File: config.mk
export PLATFORM = sky130hd
export DESIGN_NAME = vdff_pipe
export DESIGN_NICKNAME = d
export VERILOG_FILES = /design/src/rtl/vdff_pipe.sv
export SDC_FILE = /design/constraint.sdc
export NUM_CORES = 1
export LEC_CHECK = 0
export CAP_MARGIN = 10
export CELL_PAD_IN_SITES_DETAIL_PLACEMENT = 0
export CELL_PAD_IN_SITES_GLOBAL_PLACEMENT = 2
export CORE_ASPECT_RATIO = 0.7
export CORE_MARGIN = 3
export CORE_UTILIZATION = 36
export CTS_CLUSTER_DIAMETER = 50
export DETAILED_ROUTE_END_ITERATION = 6
export PLACE_DENSITY = 0.83
export SLEW_MARGIN = 25
export SYNTH_ARGS = -nofsm -noshare
export SYNTH_HDL_FRONTEND = slang
export SYNTH_SLANG_ARGS = --single-unit
File: constraint.sdc
create_clock -name clk -period 5.4 [get_ports clk]
set_input_delay 1.35 -clock clk [delete_from_list [all_inputs] [get_ports clk]]
set_output_delay 1.35 -clock clk [all_outputs]
set_load 0.05 [all_outputs]
File: src/rtl/vdff_pipe.sv
// Variable-tap delay line: DEPTH stages with valid bits, stall, flush and a clamped run-time tap.
// Optional: define VDFF_PIPE_OCC_EN to add the registered occupancy counter port occ.

module vdff_stage #(
    parameter int SIZE = 5
) (
    input  logic            clk,
    input  logic            rst,
    input  logic            en,
    input  logic [SIZE-1:0] d,
    output logic [SIZE-1:0] q
);
    always_ff @(posedge clk or posedge rst) begin
        if (rst)     q <= '0;
        else if (en) q <= d;
    end
endmodule

module vdff_pipe #(
    parameter  int SIZE  = 5,
    parameter  int DEPTH = 4,
    localparam int SEL_W = $clog2(DEPTH + 1)
) (
    input  logic             clk,
    input  logic             rst,
    input  logic             en,
    input  logic             flush,
    input  logic [SIZE-1:0]  in,
    input  logic             in_valid,
    input  logic [SEL_W-1:0] delay_sel,
    output logic [SIZE-1:0]  out,
`ifdef VDFF_PIPE_OCC_EN
    output logic [SEL_W-1:0] occ,
`endif
    output logic             out_valid
);
    logic [DEPTH-1:0][SIZE-1:0] data_pipe;
    logic [DEPTH-1:0]           vld_pipe;
    logic [SEL_W-1:0]           tap;
    logic                       advance;

    // Data holds on flush; only the valid bits are cleared.
    assign advance = en & ~flush;

    for (genvar k = 0; k < DEPTH; k++) begin : g_stage
        if (k == 0) begin : g_head
            vdff_stage #(.SIZE(SIZE)) u_stage (
                .clk (clk),
                .rst (rst),
                .en  (advance),
                .d   (in),
                .q   (data_pipe[k])
            );
        end else begin : g_body
            vdff_stage #(.SIZE(SIZE)) u_stage (
                .clk (clk),
                .rst (rst),
                .en  (advance),
                .d   (data_pipe[k-1]),
                .q   (data_pipe[k])
            );
        end
    end

    always_ff @(posedge clk or posedge rst) begin
        if (rst)          vld_pipe <= '0;
        else if (flush)   vld_pipe <= '0;
        else if (en) begin
            if (DEPTH > 1) vld_pipe <= {vld_pipe[DEPTH-1:0], in_valid} >> 0;
            else           vld_pipe <= in_valid;
        end
    end

    // Clamp delay_sel into 1..DEPTH and convert to a stage index.
    always_comb begin
        tap = '0;
        if (delay_sel == '0)                  tap = '0;
        else if (delay_sel >= SEL_W'(DEPTH))  tap = SEL_W'(DEPTH - 1);
        else                                  tap = delay_sel - SEL_W'(1);
    end

    always_comb begin
        out       = '0;
        out_valid = 1'b0;
        for (int k = 0; k < DEPTH; k++) begin
            if (tap == SEL_W'(k)) begin
                out       = data_pipe[k];
                out_valid = vld_pipe[k];
            end
        end
    end

`ifdef VDFF_PIPE_OCC_EN
    logic inc, dec;

    assign inc = in_valid & ~vld_pipe[DEPTH-1];
    assign dec = ~in_valid & vld_pipe[DEPTH-1];

    always_ff @(posedge clk or posedge rst) begin
        if (rst)             occ <= '0;
        else if (flush)      occ <= '0;
        else if (en) begin
            if (inc)         occ <= occ + SEL_W'(1);
            else if (dec)    occ <= occ - SEL_W'(1);
        end
    end
`endif

endmodule
# == Word-level counts from Yosys, hierarchy flattened ==
# Cells that the tools add are included.
# word_totals
ff_bits,24
out_inout_bits,6
elab_cells,27
# op_classes
add_sub_neg,1
n_lt_le_gt_ge,1
eq_ne,3
n_mux,12
bitwise,2
reduce_logical,3
# ops
operator,count
two-way mux 5 bit,4
two-way mux 4 bit,2
"== test 3 x 2 -> 1 bit, second input constant",2
zero test 3 bit,2
two-way mux 3 bit,2
two-way mux 1 bit,4
"== test 3 x 1 -> 1 bit, second input constant",1
">= comparator 3 bit, second input constant",1
"subtractor 3 x 1 -> 3 bit, second input constant",1
nonzero test 2 bit,1
bitwise AND 1 bit,1
inverter 1 bit,1

# == Longest topological paths before layout ==
# Gate-level depths: netlist of run 1.
# depth
word_depth,8
ltp_mapped,7
mapped_depth_nobuf,5

# == Modules after synthesis ==
# A second synthesis of run 1 with hierarchy kept.
# hier_totals
cells_unflattened,107
area_unflattened_um2,1253.7
# by_module_without_submodules
mod,n_inst,cells_each,area_each_um2
vdff_stage,4,11,185.2
vdff_pipe,1,63,513.0

# == Least setup slack after synthesis of run 1 ==
# No wires, ideal clock.
# synth_path
path_kind,input to output
startpoint,input delay_sel[0]
endpoint,output out[0]
arrival_time_ps,3147
path_slack_ps,903
cell_stages,6
n_path_buf,1
cell_sequence,clkinv_1 -> ha_1 -> buf_6 -> nor2_1 -> o221ai_1 -> o221ai_1
# synth_via
elab_chain_cells,8
word_cells_on_any_way,13
# synth_lines
item,line,source
start: declaration,30,"input logic [SEL_W-1:0] delay_sel,"
subtractor 3 x 1 -> 3 bit / >= comparator 3 bit (equally long branches),"79, 78",
two-way mux 3 bit,78,else if (delay_sel >= SEL_W'(DEPTH)) tap = SEL_W'(DEPTH - 1);
two-way mux 3 bit (*),77,if (delay_sel == '0) tap = '0;
zero test 3 bit,86,if (tap == SEL_W'(k)) begin
two-way mux 5 bit (3 in a row),86,
two-way mux 5 bit (*),86,
end: declaration,31,"output logic [SIZE-1:0] out,"
# Every way passes the cells marked *; elsewhere a longest branch is shown, timed or not.

# == Final worst setup path of run 1 ==
# layout_path
startpoint,input delay_sel[0]
endpoint,output out[3]
# Same word-level chain as after synthesis.

==> results of run 1 <==
state kept, by name, indices dropped and copies added (netlist names):
register,cells
vld_pipe,4
g_stage.g_body.u_stage.q,15
g_stage.g_head.u_stage.q,5
path summary, 6_finish.rpt:
check | to | slack (ns) | cells past startpoint
max | out[3] | 0.36 | 7
min | g_stage[3].g_body.u_stage.q[2]$_DFFE_PP0P_ | 0.51 | 1
max reg2reg | g_stage[0].g_head.u_stage.q[2]$_DFFE_PP0P_ | 4.61 | 1
min reg2reg | g_stage[3].g_body.u_stage.q[2]$_DFFE_PP0P_ | 0.51 | 1
max in group asynchronous | g_stage[0].g_head.u_stage.q[0]$_DFFE_PP0P_ | 3.52 | 2
min in group asynchronous | vld_pipe[0]$_DFFE_PP0P_ | 1.47 | 2
area by class of cell:
cell class,count,area [um^2],area share (%)
multi-input cells,68,514,34.2
inverters,9,33.8,2.25
clock buffers,4,55.1,3.66
repair buffers,20,255,17.0
flip-flops and latches,24,601,39.9
well taps,36,45.0,3.00
logic make-up (layout without fill, tap and decap cells):
family                   count (synthesis)  in the layout
flip-flops                              24             24
multiplexers                            19             19
AND/OR/NAND/NOR                         24             24
buffers and inverters                   16             33
adder cells (fa/ha/maj)                  2              2
AO/OA/AOI/OAI                           23             23
metrics by stage:
| stage | total power [mW] | setup WS, ns |
|---|---|---|
| floorplan | 0.337 | 0.903 |
| detailed placement | 0.412 | 0.383 |
| finish | 0.528 | 0.361 |
| global route | 0.558 | 0.178 |
| global placement | 0.409 | 0.396 |
| CTS | 0.535 | 0.361 |
where the power goes:
| group | internal, mW | leakage [nW] | switching, mW |
|---|---|---|---|
| combinational | 0.0841 | 0.304 | 0.0855 |
| clock | 0.0651 | 0.0288 | 0.0561 |
| sequential | 0.215 | 0.300 | 0.0220 |
cell usage after synthesis, drive strengths merged:
library cell,n
buf,6
clkbuf,1
clkinv,1
dfrtp,24
ha,2
inv,8
mux2,15
mux2i,4
nand2,5
nand3,1
nand4,1
nor2,6
nor2b,3
nor4,7
o211ai,1
o21ai,11
o221ai,11
or3,1
layer usage:
metal	vias to the layer above	part of all wire, %	track usage [%]	wire length [um]
met5	-	0	0	0
met4	0	0.56	2.96	14
met3	2	7.4	5.41	184
met2	23	45	21.4	1120
met1	450	47	18.5	1170
li1	432	-	-	-
==> reports/metrics.yaml, run 1 <==
cts:
  cts_tree: "done"
  htree_levels: 1
  hold_buffers: 0
  insertion_delay_ns: 0.27
  cts_resized: 0
  cts_buffers: 3
  postCtsSetupBuffers: 0
  cts_sinks: 24
  root_buffer: "clkbuf_8"
  clk_pin_slew_ns: 0.08
  cts_max_path_buffers: 2
yosys:
  synth_top_area_cell: "dfrtp_1"
  synth_xor_area_share_pct: 0
  synth_simple_gate_area_share_pct: 10.2
  synthCells: 108
  synth_compound_area_share_pct: 13.3
  syn_nets: 123
  ys_types: 20
  netlist_area_um2: 1190
  yosysWarnings: 0
  synthAdderAreaFrac_pct: 2.10
  synth-seq-cells: 24
  synth_top_family_by_area: "multiplexers"
  synth_top_area_share_pct: 50.4
  yosysSeqAreaShare_pct: 50.4
  syn_area_per_cell_um2: 11.0
  synthMuxAreaShare_pct: 17.5
  synth_area_leaders: "dfrtp_1 50%, mux2_2 14%, o221ai_1 8.1%"
placed_design:
  gp_congestion: 0.835
  dpl.cell_count: 157
  hpwl_um: 1820
  dpl_cell_area_um2: 1450
  portBuffers: 18
critical_path:
  cp-startpoint: "delay_sel[0]"
  critPathTopFamily: "buffers and inverters"
  slowest_stage: "or3_1"
  endpoint_kind: "output pin"
  r2r_start: "g_stage[0].g_head.u_stage.q[2]$_DFFE_PP0P_"
  max_stage_delay_ns: 0.51
  arrival_ns: 3.69
  cp_num_buf_inv: 3
  start_kind: "input pin"
  crit_chain: "clkdlybuf4s50_1 > clkinv_1 > ha_1 > or3_1 > nor4_1 > o221ai_1 > buf_12"
  crit_fanout: 10
  cp.required_ns: 4.05
  worstSetupPathType: "input pin to output pin"
grt:
  grt_pass1_wl_um: 4150
  grt_pass1_vias: 884
  grtUsageTotal_pct: 13.9
  antenna_found_initial: 0
  grt_max_degree: 26
  overflow: 0
finish:
  n_fill_cell: 280
  finish.utilization_pct: 50.8
  final_cells: 161
  final_layout_size_suffix_gt1_share_pct: 21.6
  final_common_cell: "dfrtp_1"
  antenna_cells: 0
  finalNetCount: 141
  fin_area_um2: 1500
  area_delta_synth_final_pct: 26.3
  mostFrequentLayoutCells: "24 x dfrtp_1, 15 x mux2_2, 12 x clkdlybuf4s50_1, 11 x o21ai_0, 11 x o221ai_1"
floorplan:
  die_y_um: 54.1
  start_util_pct: 40.2
  die_w_um: 74.8
  fp-row-count: 16
  io_pins: 19
  core_um2: 2960
  die_area_um2: 4050
job:
  maxCapViolations: 0
min_path:
  holdCritStartpoint: "g_stage[3].g_body.u_stage.q[2]$_DFFE_PP0P_"
  hp-class: "flop to flop"
pwr:
  pwr_density_cell_nw_per_um2: 351
  p_leak_nw: 0.633
  peakVddDrop_uv: 192
sta:
  setup_viol: 0
  hold_viol: 0
  fmax_ghz: 0.198
  hold_slack_ns: 0.507
  finClkSkew_ns: 0.00648
  max_slew.worst_pin.slew_ns: 0.881
  rsz0062_at_grt: "false"
  min_period_over_period_pct: 93.3
  fin_tns_setup_ns: 0
  relSlewSlack_pct: 40.9
  fin_crit_ns: 5.04
  final-max-slew-violation-count: 0
detailed_routing:
  routed_via_density: 5.63
  routedWlPerCell_um: 15.4
  antenna_left: 0
  drt_pass1_iterations: 4
  routed-via-count: 907
  drc: 0
  drt_iter0_drc: 85
  wl_um: 2490
run_status:
  status: "complete, no violations"
Power figures use the tool's default switching activity.
==> inputs of run 2 (changes only) <==
==> constraint.sdc (replaced) <==
create_clock -name clk -period 5.4 [get_ports clk]
set_input_delay 1.35 -clock clk [delete_from_list [all_inputs] [get_ports clk]]
set_output_delay 1.35 -clock clk [all_outputs]
set_load 0.01 [all_outputs]
==> run 2 against run 1 <==
- clock power about the same
- combinational power down 34%
- sequential power about the same
- first-iteration DRC count grew 4.7%
- wire length is 0.56% higher
- cell area shrank 3.5%
- die area did not move
- sequential cell count is the same
- sequential share of layout area grew 1.4 points
- largest cell class unchanged
- largest power group unchanged
- highest routed layer unchanged
==> reports/metrics.yaml, run 2 (same netlist as run 1, synthesis figures left out) <==
pwr:
  p_comb_share_pct: 23.7
  switching_share_pct: 27.2
  clkPwrFrac_pct: 26.0
  peakVddDrop_uv: 195
  p_int_uw: 344
  switchingPower_uw: 128
  p_leak_nw: 0.606
  pwr_density_cell_nw_per_um2: 325
  pwr-share-seq_pct: 50.3
detailed_routing:
  drt_pass1_iterations: 4
  routed_via_density: 5.57
  routedWlPerCell_um: 15.4
  routed-via-count: 903
  wl_um: 2500
  drc: 0
  antenna_left: 0
  drt_iter0_drc: 89
sta:
  min_period_over_period_pct: 94.6
  finClkSkew_ns: 0.00685
  fmax_ghz: 0.196
  relSlewSlack_pct: 41.6
  hold_viol: 0
  rsz0062_at_grt: "false"
  fin_crit_ns: 5.11
  final-max-slew-violation-count: 0
  setup_slack_ns: 0.291
  fin_tns_setup_ns: 0
  setup_viol: 0
  max_slew.worst_pin.slew_ns: 0.870
critical_path:
  worstSetupPathType: "input pin to output pin"
  endpoint_kind: "output pin"
  r2r_start: "g_stage[0].g_head.u_stage.q[1]$_DFFE_PP0P_"
  cp.required_ns: 4.05
  slowest_stage: "or3_1"
  max_stage_delay_ns: 0.53
  arrival_ns: 3.76
  crit_chain: "clkdlybuf4s50_1 > clkinv_1 > ha_1 > or3_1 > nor4_1 > o221ai_1 > clkdlybuf4s50_1"
  crit_fanout: 10
  cp-startpoint: "delay_sel[0]"
  start_kind: "input pin"
  crit_top_cell: "clkdlybuf4s50_1"
grt:
  grt_max_degree: 26
  overflow: 0
  antenna_found_initial: 0
  grt_pass1_vias: 871
  grt_pass1_wl_um: 4240
  grtUsageTotal_pct: 14.3
cts:
  hold_buffers: 0
  root_buffer: "clkbuf_8"
  postCtsSetupBuffers: 0
  cts_resized: 0
  cts_buffers: 3
  insertion_delay_ns: 0.27
  clk_pin_slew_ns: 0.08
  htree_levels: 1
  cts_sinks: 24
  cts_max_path_buffers: 2
  cts_tree: "done"
floorplan:
  io_pins: 19
  start_util_pct: 40.2
  fp-row-count: 16
  die_area_um2: 4050
  die_y_um: 54.1
  die_w_um: 74.8
  core_um2: 2960
placed_design:
  hpwl_um: 1750
  dpl_cell_area_um2: 1400
  place_ws_ns: 0.326
  dpl.cell_count: 158
  portBuffers: 18
  gp_congestion: 0.800
finish:
  largest_reg_flops: 15
  fin_area_um2: 1450
  mostFrequentLayoutCells: "24 x dfrtp_1, 18 x clkdlybuf4s50_1, 15 x mux2_2, 11 x o21ai_0, 11 x o221ai_1"
  largest_register: "g_stage.g_body.u_stage.q"
  reg_top3: "g_stage.g_body.u_stage.q x15, g_stage.g_head.u_stage.q x5, vld_pipe x4"
  antenna_cells: 0
  finish.utilization_pct: 49.0
  area_delta_synth_final_pct: 21.8
  final_layout_size_suffix_gt1_share_pct: 17.5
  finalNetCount: 142
  final_common_cell: "dfrtp_1"
  final_cells: 162
run_status:
  status: "complete, no violations"
min_path:
  holdCritStartpoint: "g_stage[1].g_body.u_stage.q[1]$_DFFE_PP0P_"
  hp-class: "flop to flop"
job:
  maxCapViolations: 0
run 2: per-stage QoR:
stage / hold WS (ns) / power, mW
2_1_floorplan: 0.468 / 0.304
3_3_place_gp: 0.483 / 0.350
3_5_place_dp: 0.490 / 0.353
4_1_cts: 0.511 / 0.476
5_1_grt: 0.530 / 0.502
6_report: 0.509 / 0.472
run 2: critical path, delay by kind of cell:
kind            cells  cell delay (ns)
buf+inv             3             1.13
simple gates        2             0.76
fa+ha+maj           1             0.33
compound gates      1             0.19
run 2: layout make-up:
type / instances / area (um^2)
multi-input combinational: 68 / 514
clock buffer: 4 / 55.1
tap: 36 / 45.0
sequential: 24 / 601
inverter: 9 / 33.8
timing repair buffer: 21 / 203
fill: 274 / 1510
run 2: worst paths after layout:
kind | to | slack, ns | cells past startpoint
max | out[1] | 0.29 | 7
min in group asynchronous | g_stage[3].g_body.u_stage.q[0]$_DFFE_PP0P_ | 1.45 | 2
min | g_stage[2].g_body.u_stage.q[1]$_DFFE_PP0P_ | 0.51 | 1
min reg2reg | g_stage[2].g_body.u_stage.q[1]$_DFFE_PP0P_ | 0.51 | 1
max reg2reg | g_stage[0].g_head.u_stage.q[1]$_DFFE_PP0P_ | 4.61 | 1
max in group asynchronous | g_stage[3].g_body.u_stage.q[2]$_DFFE_PP0P_ | 3.54 | 2
run 2: power by group through the flow:
stage / Combinational [mW] / Sequential, mW / Clock [mW]
finish: 0.112 / 0.237 / 0.123
global route: 0.123 / 0.243 / 0.136
CTS: 0.113 / 0.237 / 0.126
detailed placement: 0.112 / 0.241 / 0
global placement: 0.110 / 0.239 / 0
floorplan: 0.0718 / 0.232 / 0
run 2: metal layers:
layer | wire [um] | share of wire, % | global-route usage, % | up-vias
li1 | - | - | - | 430
met1 | 1270 | 51 | 20.4 | 441
met2 | 1050 | 42 | 21.0 | 30
met3 | 177 | 7.1 | 5.04 | 2
met4 | 8 | 0.32 | 2.96 | 0
met5 | 0 | 0 | 0 | -
==> inputs of run 3 (changes only) <==
--- a/config.mk
+++ b/config.mk
@@ -12,6 +12,7 @@
 export CORE_MARGIN = 3
 export CORE_UTILIZATION = 36
 export CTS_CLUSTER_DIAMETER = 50
+export CTS_CLUSTER_SIZE = 24
 export DETAILED_ROUTE_END_ITERATION = 6
 export PLACE_DENSITY = 0.83
 export SLEW_MARGIN = 25
==> results of run 3 <==
Final layout, timing and power as in run 2 (identical DEF).
